==> src/rtl/vmem_arb_ctrl.sv <==
// ============================================================================
// vmem_arb_ctrl
// ----------------------------------------------------------------------------
// Arbiter and sequencer for the single-port 24-bit video memory. Three
// requesters share the memory, served by fixed priority, one access per cycle:
//   1. display scan-out read   (disp_req)        - never stalled
//   2. host pixel-write FIFO   (wr_valid/ready)  - FIFO_DEPTH entries, in order
//   3. screen-fill engine      (fill_start)      - v-fastest raster of writes
//
// Optional feature macro: VMEM_FILL_EN
//   defined   : fill FSM, counters and colour latch are built.
//   undefined : fill_busy/fill_done tied low, fill_start/fill_color ignored,
//               arbitration is display over FIFO only.
//
// Ports
//   clk, rst           single clock, synchronous active-high reset
//   disp_req/addr      display read request and packed {h,v} address
//   disp_valid         mem_rdata carries display data for last cycle's request
//   wr_valid/ready     host write handshake; wr_addr {h,v}, wr_data RGB
//   fill_start/color   start a full-screen fill with the given RGB
//   fill_busy          fill in progress
//   fill_done          one-cycle pulse when the fill completes
//   mem_en/we          memory access strobe / write enable (from the grant)
//   mem_addr/wdata     memory address / write data
//   mem_rdata          memory read data (consumed downstream, not here)
// ============================================================================
module vmem_arb_ctrl #(
    parameter  int HSIZE      = 640,
    parameter  int VSIZE      = 480,
    parameter  int FIFO_DEPTH = 4,
    localparam int HW         = $clog2(HSIZE),
    localparam int VW         = $clog2(VSIZE),
    localparam int AW         = HW + VW
) (
    input  logic          clk,
    input  logic          rst,
    input  logic          disp_req,
    input  logic [AW-1:0] disp_addr,
    output logic          disp_valid,
    input  logic          wr_valid,
    output logic          wr_ready,
    input  logic [AW-1:0] wr_addr,
    input  logic [23:0]   wr_data,
    input  logic          fill_start,
    input  logic [23:0]   fill_color,
    output logic          fill_busy,
    output logic          fill_done,
    output logic          mem_en,
    output logic          mem_we,
    output logic [AW-1:0] mem_addr,
    output logic [23:0]   mem_wdata,
    input  logic [23:0]   mem_rdata
);

    // ------------------------------------------------------------------------
    // Constants
    // ------------------------------------------------------------------------
    localparam int            PW       = (FIFO_DEPTH > 1) ? $clog2(FIFO_DEPTH) : 1;
    localparam logic [PW-1:0] PTR_ONE  = PW'(1);
    localparam logic [PW:0]   CNT_ONE  = (PW + 1)'(1);
    localparam logic [PW:0]   CNT_FULL = (PW + 1)'(FIFO_DEPTH);
    localparam logic [HW-1:0] H_MAX    = HW'(HSIZE - 1);
    localparam logic [VW-1:0] V_MAX    = VW'(VSIZE - 1);

    // ------------------------------------------------------------------------
    // Declarations
    // ------------------------------------------------------------------------
    logic [AW-1:0] fifo_addr_r [FIFO_DEPTH];
    logic [23:0]   fifo_data_r [FIFO_DEPTH];
    logic [PW-1:0] wr_ptr_r;
    logic [PW-1:0] rd_ptr_r;
    logic [PW:0]   count_r;
    logic          full_s;
    logic          empty_s;
    logic          push_s;
    logic          pop_s;

    logic [AW-1:0] head_addr_s;
    logic [23:0]   head_data_s;
    logic [HW-1:0] head_h_s;
    logic [VW-1:0] head_v_s;
    logic          head_in_range_s;

    logic          disp_gnt_s;
    logic          fifo_gnt_s;
    logic          fill_gnt_s;
    logic          fill_req_s;
    logic [AW-1:0] fill_addr_s;
    logic [23:0]   fill_wdata_s;

    logic          disp_valid_r;

    // ------------------------------------------------------------------------
    // Host write FIFO
    // ------------------------------------------------------------------------
    assign full_s   = (count_r == CNT_FULL);
    assign empty_s  = (count_r == {(PW + 1){1'b0}});
    assign wr_ready = !full_s && !rst;
    assign push_s   = wr_valid && wr_ready;
    // Popping is tied to the grant, so an out-of-range head is consumed by the
    // same grant that suppresses its memory strobe.
    assign pop_s    = fifo_gnt_s;

    assign head_addr_s     = fifo_addr_r[rd_ptr_r];
    assign head_data_s     = fifo_data_r[rd_ptr_r];
    assign head_h_s        = head_addr_s[AW-1:VW];
    assign head_v_s        = head_addr_s[VW-1:0];
    assign head_in_range_s = (head_h_s <= H_MAX) && (head_v_s <= V_MAX);

    // FIFO storage: data only, validity is tracked by the pointers/count
    always_ff @(posedge clk) begin
        if (push_s) begin
            fifo_addr_r[wr_ptr_r] <= wr_addr;
            fifo_data_r[wr_ptr_r] <= wr_data;
        end
    end

    // FIFO pointers and occupancy; reset discards any queued entries
    always_ff @(posedge clk) begin
        if (rst) begin
            wr_ptr_r <= {PW{1'b0}};
            rd_ptr_r <= {PW{1'b0}};
            count_r  <= {(PW + 1){1'b0}};
        end else begin
            if (push_s) begin
                wr_ptr_r <= wr_ptr_r + PTR_ONE;
            end
            if (pop_s) begin
                rd_ptr_r <= rd_ptr_r + PTR_ONE;
            end
            case ({push_s, pop_s})
                2'b10:   count_r <= count_r + CNT_ONE;
                2'b01:   count_r <= count_r - CNT_ONE;
                default: count_r <= count_r;
            endcase
        end
    end

    // ------------------------------------------------------------------------
    // Fill engine
    // ------------------------------------------------------------------------
`ifdef VMEM_FILL_EN
    typedef enum logic [1:0] {
        ST_IDLE = 2'd0,
        ST_FILL = 2'd1,
        ST_DONE = 2'd2
    } fill_state_e;

    fill_state_e   state_r;
    logic [HW-1:0] fill_h_r;
    logic [VW-1:0] fill_v_r;
    logic [23:0]   fill_color_r;
    logic          fill_busy_r;
    logic          fill_done_r;
    logic          unused_s;

    localparam logic [HW-1:0] H_ONE = HW'(1);
    localparam logic [VW-1:0] V_ONE = VW'(1);

    assign fill_req_s   = fill_busy_r;
    assign fill_addr_s  = {fill_h_r, fill_v_r};
    assign fill_wdata_s = fill_color_r;
    assign fill_busy    = fill_busy_r;
    assign fill_done    = fill_done_r;
    assign unused_s     = ^mem_rdata;

    // Fill FSM: counters only advance on a fill grant, so stalls hold position
    always_ff @(posedge clk) begin
        if (rst) begin
            state_r      <= ST_IDLE;
            fill_h_r     <= {HW{1'b0}};
            fill_v_r     <= {VW{1'b0}};
            fill_color_r <= 24'h000000;
            fill_busy_r  <= 1'b0;
            fill_done_r  <= 1'b0;
        end else begin
            case (state_r)
                ST_IDLE: begin
                    fill_done_r <= 1'b0;
                    if (fill_start) begin
                        fill_color_r <= fill_color;
                        fill_h_r     <= {HW{1'b0}};
                        fill_v_r     <= {VW{1'b0}};
                        fill_busy_r  <= 1'b1;
                        state_r      <= ST_FILL;
                    end
                end
                ST_FILL: begin
                    if (fill_gnt_s) begin
                        if (fill_v_r == V_MAX) begin
                            fill_v_r <= {VW{1'b0}};
                            if (fill_h_r == H_MAX) begin
                                // Last pixel {HSIZE-1,VSIZE-1} just written
                                fill_h_r    <= {HW{1'b0}};
                                fill_busy_r <= 1'b0;
                                fill_done_r <= 1'b1;
                                state_r     <= ST_DONE;
                            end else begin
                                fill_h_r <= fill_h_r + H_ONE;
                            end
                        end else begin
                            fill_v_r <= fill_v_r + V_ONE;
                        end
                    end
                end
                ST_DONE: begin
                    // fill_start is deliberately not looked at here
                    fill_done_r <= 1'b0;
                    state_r     <= ST_IDLE;
                end
                default: begin
                    state_r     <= ST_IDLE;
                    fill_busy_r <= 1'b0;
                    fill_done_r <= 1'b0;
                end
            endcase
        end
    end
`else
    logic unused_s;

    assign fill_req_s   = 1'b0;
    assign fill_addr_s  = {AW{1'b0}};
    assign fill_wdata_s = 24'h000000;
    assign fill_busy    = 1'b0;
    assign fill_done    = 1'b0;
    assign unused_s     = ^{fill_start, fill_color, mem_rdata};
`endif

    // ------------------------------------------------------------------------
    // Arbitration
    // ------------------------------------------------------------------------
    // Fixed priority grant: display, then FIFO head, then fill
    always_comb begin
        disp_gnt_s = 1'b0;
        fifo_gnt_s = 1'b0;
        fill_gnt_s = 1'b0;
        if (disp_req) begin
            disp_gnt_s = 1'b1;
        end else if (!empty_s) begin
            fifo_gnt_s = 1'b1;
        end else if (fill_req_s) begin
            fill_gnt_s = 1'b1;
        end else begin
            disp_gnt_s = 1'b0;
        end
    end

    // Memory port mux driven straight from the grant
    always_comb begin
        mem_en    = 1'b0;
        mem_we    = 1'b0;
        mem_addr  = {AW{1'b0}};
        mem_wdata = 24'h000000;
        if (disp_gnt_s) begin
            mem_en   = 1'b1;
            mem_addr = disp_addr;
        end else if (fifo_gnt_s) begin
            // An out-of-range entry still pops, but produces no access
            mem_en    = head_in_range_s;
            mem_we    = head_in_range_s;
            mem_addr  = head_addr_s;
            mem_wdata = head_data_s;
        end else if (fill_gnt_s) begin
            mem_en    = 1'b1;
            mem_we    = 1'b1;
            mem_addr  = fill_addr_s;
            mem_wdata = fill_wdata_s;
        end else begin
            mem_en = 1'b0;
        end
    end

    // ------------------------------------------------------------------------
    // Display read return
    // ------------------------------------------------------------------------
    // Display reads always win, so read data returns exactly one cycle later
    always_ff @(posedge clk) begin
        if (rst) begin
            disp_valid_r <= 1'b0;
        end else begin
            disp_valid_r <= disp_req;
        end
    end

    assign disp_valid = disp_valid_r;

endmodule

==> config.mk <==
export PLATFORM = sky130hd
export DESIGN_NAME = vmem_arb_ctrl
export DESIGN_NICKNAME = d
export VERILOG_FILES = /design/src/rtl/vmem_arb_ctrl.sv
export SDC_FILE = /design/constraint.sdc
export NUM_CORES = 1
export LEC_CHECK = 0
export CAP_MARGIN = 30
export CORE_UTILIZATION = 45
export CTS_BUF_LIST = sky130_fd_sc_hd__clkbuf_16
export DETAILED_ROUTE_END_ITERATION = 7
export GPL_TIMING_DRIVEN = 0
export PLACE_DENSITY = 0.73
export SYNTH_ARGS = -nofsm -noshare
export SYNTH_HDL_FRONTEND = slang
export SYNTH_SLANG_ARGS = --single-unit
==> constraint.sdc <==
create_clock -name clk -period 2.9 [get_ports clk]
set_input_delay 0.58 -clock clk [delete_from_list [all_inputs] [get_ports clk]]
set_output_delay 0.58 -clock clk [all_outputs]
set_load 0.01 [all_outputs]
==> out/metrics.cfg <==
[pwr]
powerDensity_nw_per_um2 = 758
switch_share_pct = 24.9
share_comb_of_total_power_pct = 25.2
power.net_switching_mw = 1.77
sequential_fraction_of_design_power_pct = 43.0
internal-power_mw = 5.36
ir_drop_mv = 0.439
power.leakage_nw = 3.33
p_clk_share_pct = 31.8

[clock_tree]
inserted_clock_buffers = 17
cts_htree_levels = 4
clk_pin_slew_worst_paths_ps = 70
clkSinkCount = 182
post_cts_hold_buffer_count = 0
tritoncts = built
clock-root-buffer = clkbuf_16
clk_latency_ps = 430
clock_path_buffers = 2

[grt]
global_route_wire_length_before_repair_mm = 20.7
gr-usage-all-layers_pct = 17.9
grt_start_max_net_pins = 27
antenna_found_initial = 1
overflow = 0
grt_pass1_vias = 3762

[timing]
worst_max_slew_margin_expressed_relative_to_the_limit_pct = 55.8
max_freq_ghz = 0.356
fin_worst_skew_ps = 5.02
timing_hold_violations_final = 0
transition_time_at_the_pin_with_the_least_slew_margin_ps = 663
period_needed_ps = 2810
fin_worst_hold_slack_ps = 494
fin_crit_sh_pct = 97.0
final-setup-viol-count = 0
sum_of_negative_setup_slack_ps = 0
postLayoutSetupSlackWorst_ps = 87.5
final-max-slew-violation-count = 0

[setup_path]
cp.arrival_ps = 2230
critPathMaxFanout = 9
cp_data_required_time_ps = 2320
reg2reg_setup_slack_ps = 350
reg2reg_depth = 9
crit_type = reg2out
critPathLaunchType = flip-flop
timing.critical_path.to_type = output port

[die]
fp.dieH_um = 128
placementRows = 45
floorplan.core_area_um2 = 15400
initial_core_utilization_pct = 46.7
die_x_um = 128
die_area_um2 = 16500
ios = 164

[cells_and_area]
design.final.nets = 610
final_layout_size_suffix_gt1_share_pct = 22.3
utilization_pct = 61.2
area_growth_syn_to_layout_pct = 31.0
final_cell_area_um2 = 9410

[status]
status = completed

[logic_synthesis]
synth_area_um2 = 7180
synth_top_area_share_pct = 71.9
ys_warn_count = 0
postSynthCellCount = 338
synth_edf_count = 172
ys_ff_latch = 182
synth_cell_types = 32
post-synth-top-area-cell = edfxtp_1
post_synth_most_frequent_cells = 172 x edfxtp_1, 32 x mux4_2, 28 x and2_1, 19 x a22o_1, 11 x mux4_1
syn-mean-instance-area_um2 = 21.2
ys.flop_type = edfxtp_1
synth_most_common_cell = edfxtp_1
synth_sequential_area_ratio_pct = 74.7
synth_async_sr_flop_share_pct = 0
synth_top_area_cells = edfxtp_1 72%, mux4_2 10%, mux4_1 4.0%, dfxtp_1 2.8%, and2_1 2.4%

[drt]
final_antenna_net_count = 0
dr.first_iter.drc_count = 219
post_dr_vias_cell = 5.26
via_count = 3754
drc = 0
drt_first_pass_iters = 4
routedWlPerCell_um = 19.5
postRouteWirelength_mm = 13.9

[hold_path]
holdCritPathClass = reg2reg
worst_hold_path_stage_count = 2

[placement]
place_congestion = 0.704
place_hpwl_mm = 8.81
place_worst_setup_slack_ps = -323
place.port_buffers = 111
dpl_cell_area_um2 = 8640

[job]
max_cap_violations = 0

-- area by class of cell --
cell class / instances / area [um^2]
antenna: 1 / 2.50
timing repair buffer: 131 / 1330
tap: 211 / 264
inverter: 8 / 30.0
clock buffer: 17 / 425
sequential: 182 / 5370
multi-input combinational: 129 / 1640
clock inverter: 15 / 164
fill: 1101 / 5960
buffer: 20 / 190
-- layer usage --
metal / part of all wire [%] / vias up / track usage (%)
met5: 0 / - / 0
met4: 1.6 / 0 / 8.10
met3: 5.7 / 19 / 4.97
met2: 52 / 114 / 30.7
met1: 41 / 1923 / 21.1
li1: - / 1698 / -
-- critical path: stages (launching register included) --
cell and delay [ps]:
dfxtp_2 330, buf_8 150, buf_12 140, buf_12 130, buf_4 130, mux4_2 470, and2_1 170, dlygate4sd2_1 280
-- registers in the layout, indices dropped and copies added, names as in the netlist, named ones only --
name and count:
fifo_data_r 96, fifo_addr_r 76, count_r 3, rd_ptr_r 2, wr_ptr_r 2, disp_valid 1
-- kinds of logic (layout without fill, tap and decap cells) --
logic type               count (synthesis)  count (layout)  share of synthesized area (%)
flip-flops                             182             182                           74.7
XOR/XNOR                                 2               2                          0.244
AO/OA/AOI/OAI                           31              31                           3.33
AND/OR/NAND/NOR                         44              44                           3.75
other                                    1               3                         0.0522
multiplexers                            44              44                           14.2
buffers and inverters                   28             191                           2.53
adder cells (fa/ha/maj)                  6               6                           1.15
-- placed cells by master (no fill, tap or decap), types with 4 or more instances in the layout --
master / synthesis / final
edfxtp_1: 172 / 172
clkdlybuf4s50_1: 0 / 75
mux4_2: 32 / 37
and2_1: 28 / 23
dlygate4sd2_1: 0 / 22
buf_4: 2 / 19
a22o_1: 19 / 19
clkbuf_16: 0 / 18
dlymetal6s2s_1: 0 / 11
inv_1: 8 / 9
dfxtp_1: 10 / 9
buf_12: 3 / 8
mux4_1: 11 / 6
a21oi_1: 6 / 6
nor2_1: 5 / 5
ha_1: 5 / 5
clkbuf_1: 9 / 4
and2_2: 0 / 4
-- stage by stage --
step           std cells  power, mW
5_1_grt              713       7.41
3_5_place_dp         665       4.81
2_1_floorplan        339       4.10
4_1_cts              702       7.06
6_report             714       7.13
3_3_place_gp         661       4.76
-- path summary, 6_finish.rpt --
check / endpoint / startpoint
worst min register to register: flip-flop / rd_ptr_r[1]$_SDFFE_PP0N_
worst max register to register: count_r[2]$_SDFFE_PP0P_ / count_r[2]$_SDFFE_PP0P_
worst min-delay path: flip-flop / rd_ptr_r[1]$_SDFFE_PP0N_
worst max-delay path: mem_wdata[11] / flip-flop
-- power by group through the flow --
stage          Sequential, mW  Combinational [mW]  Clock (mW)
6_report                 3.07                1.80        2.27
5_1_grt                  3.08                1.94        2.39
4_1_cts                  3.06                1.70        2.30
3_5_place_dp             3.11                1.69           0
3_3_place_gp             3.11                1.65           0
2_1_floorplan            3.10                1.00           0
-- repair_timing --
action / 4_1_cts / 5_1_grt
gates resized for setup: 39 / 27
gates cloned: 0 / 1
setup buffers: 5 / 10
setup endpoints to repair: 45 / 30
endpoints found under the hold margin: 0 / 0
No activity file was read; power rests on OpenSTA's default activity.
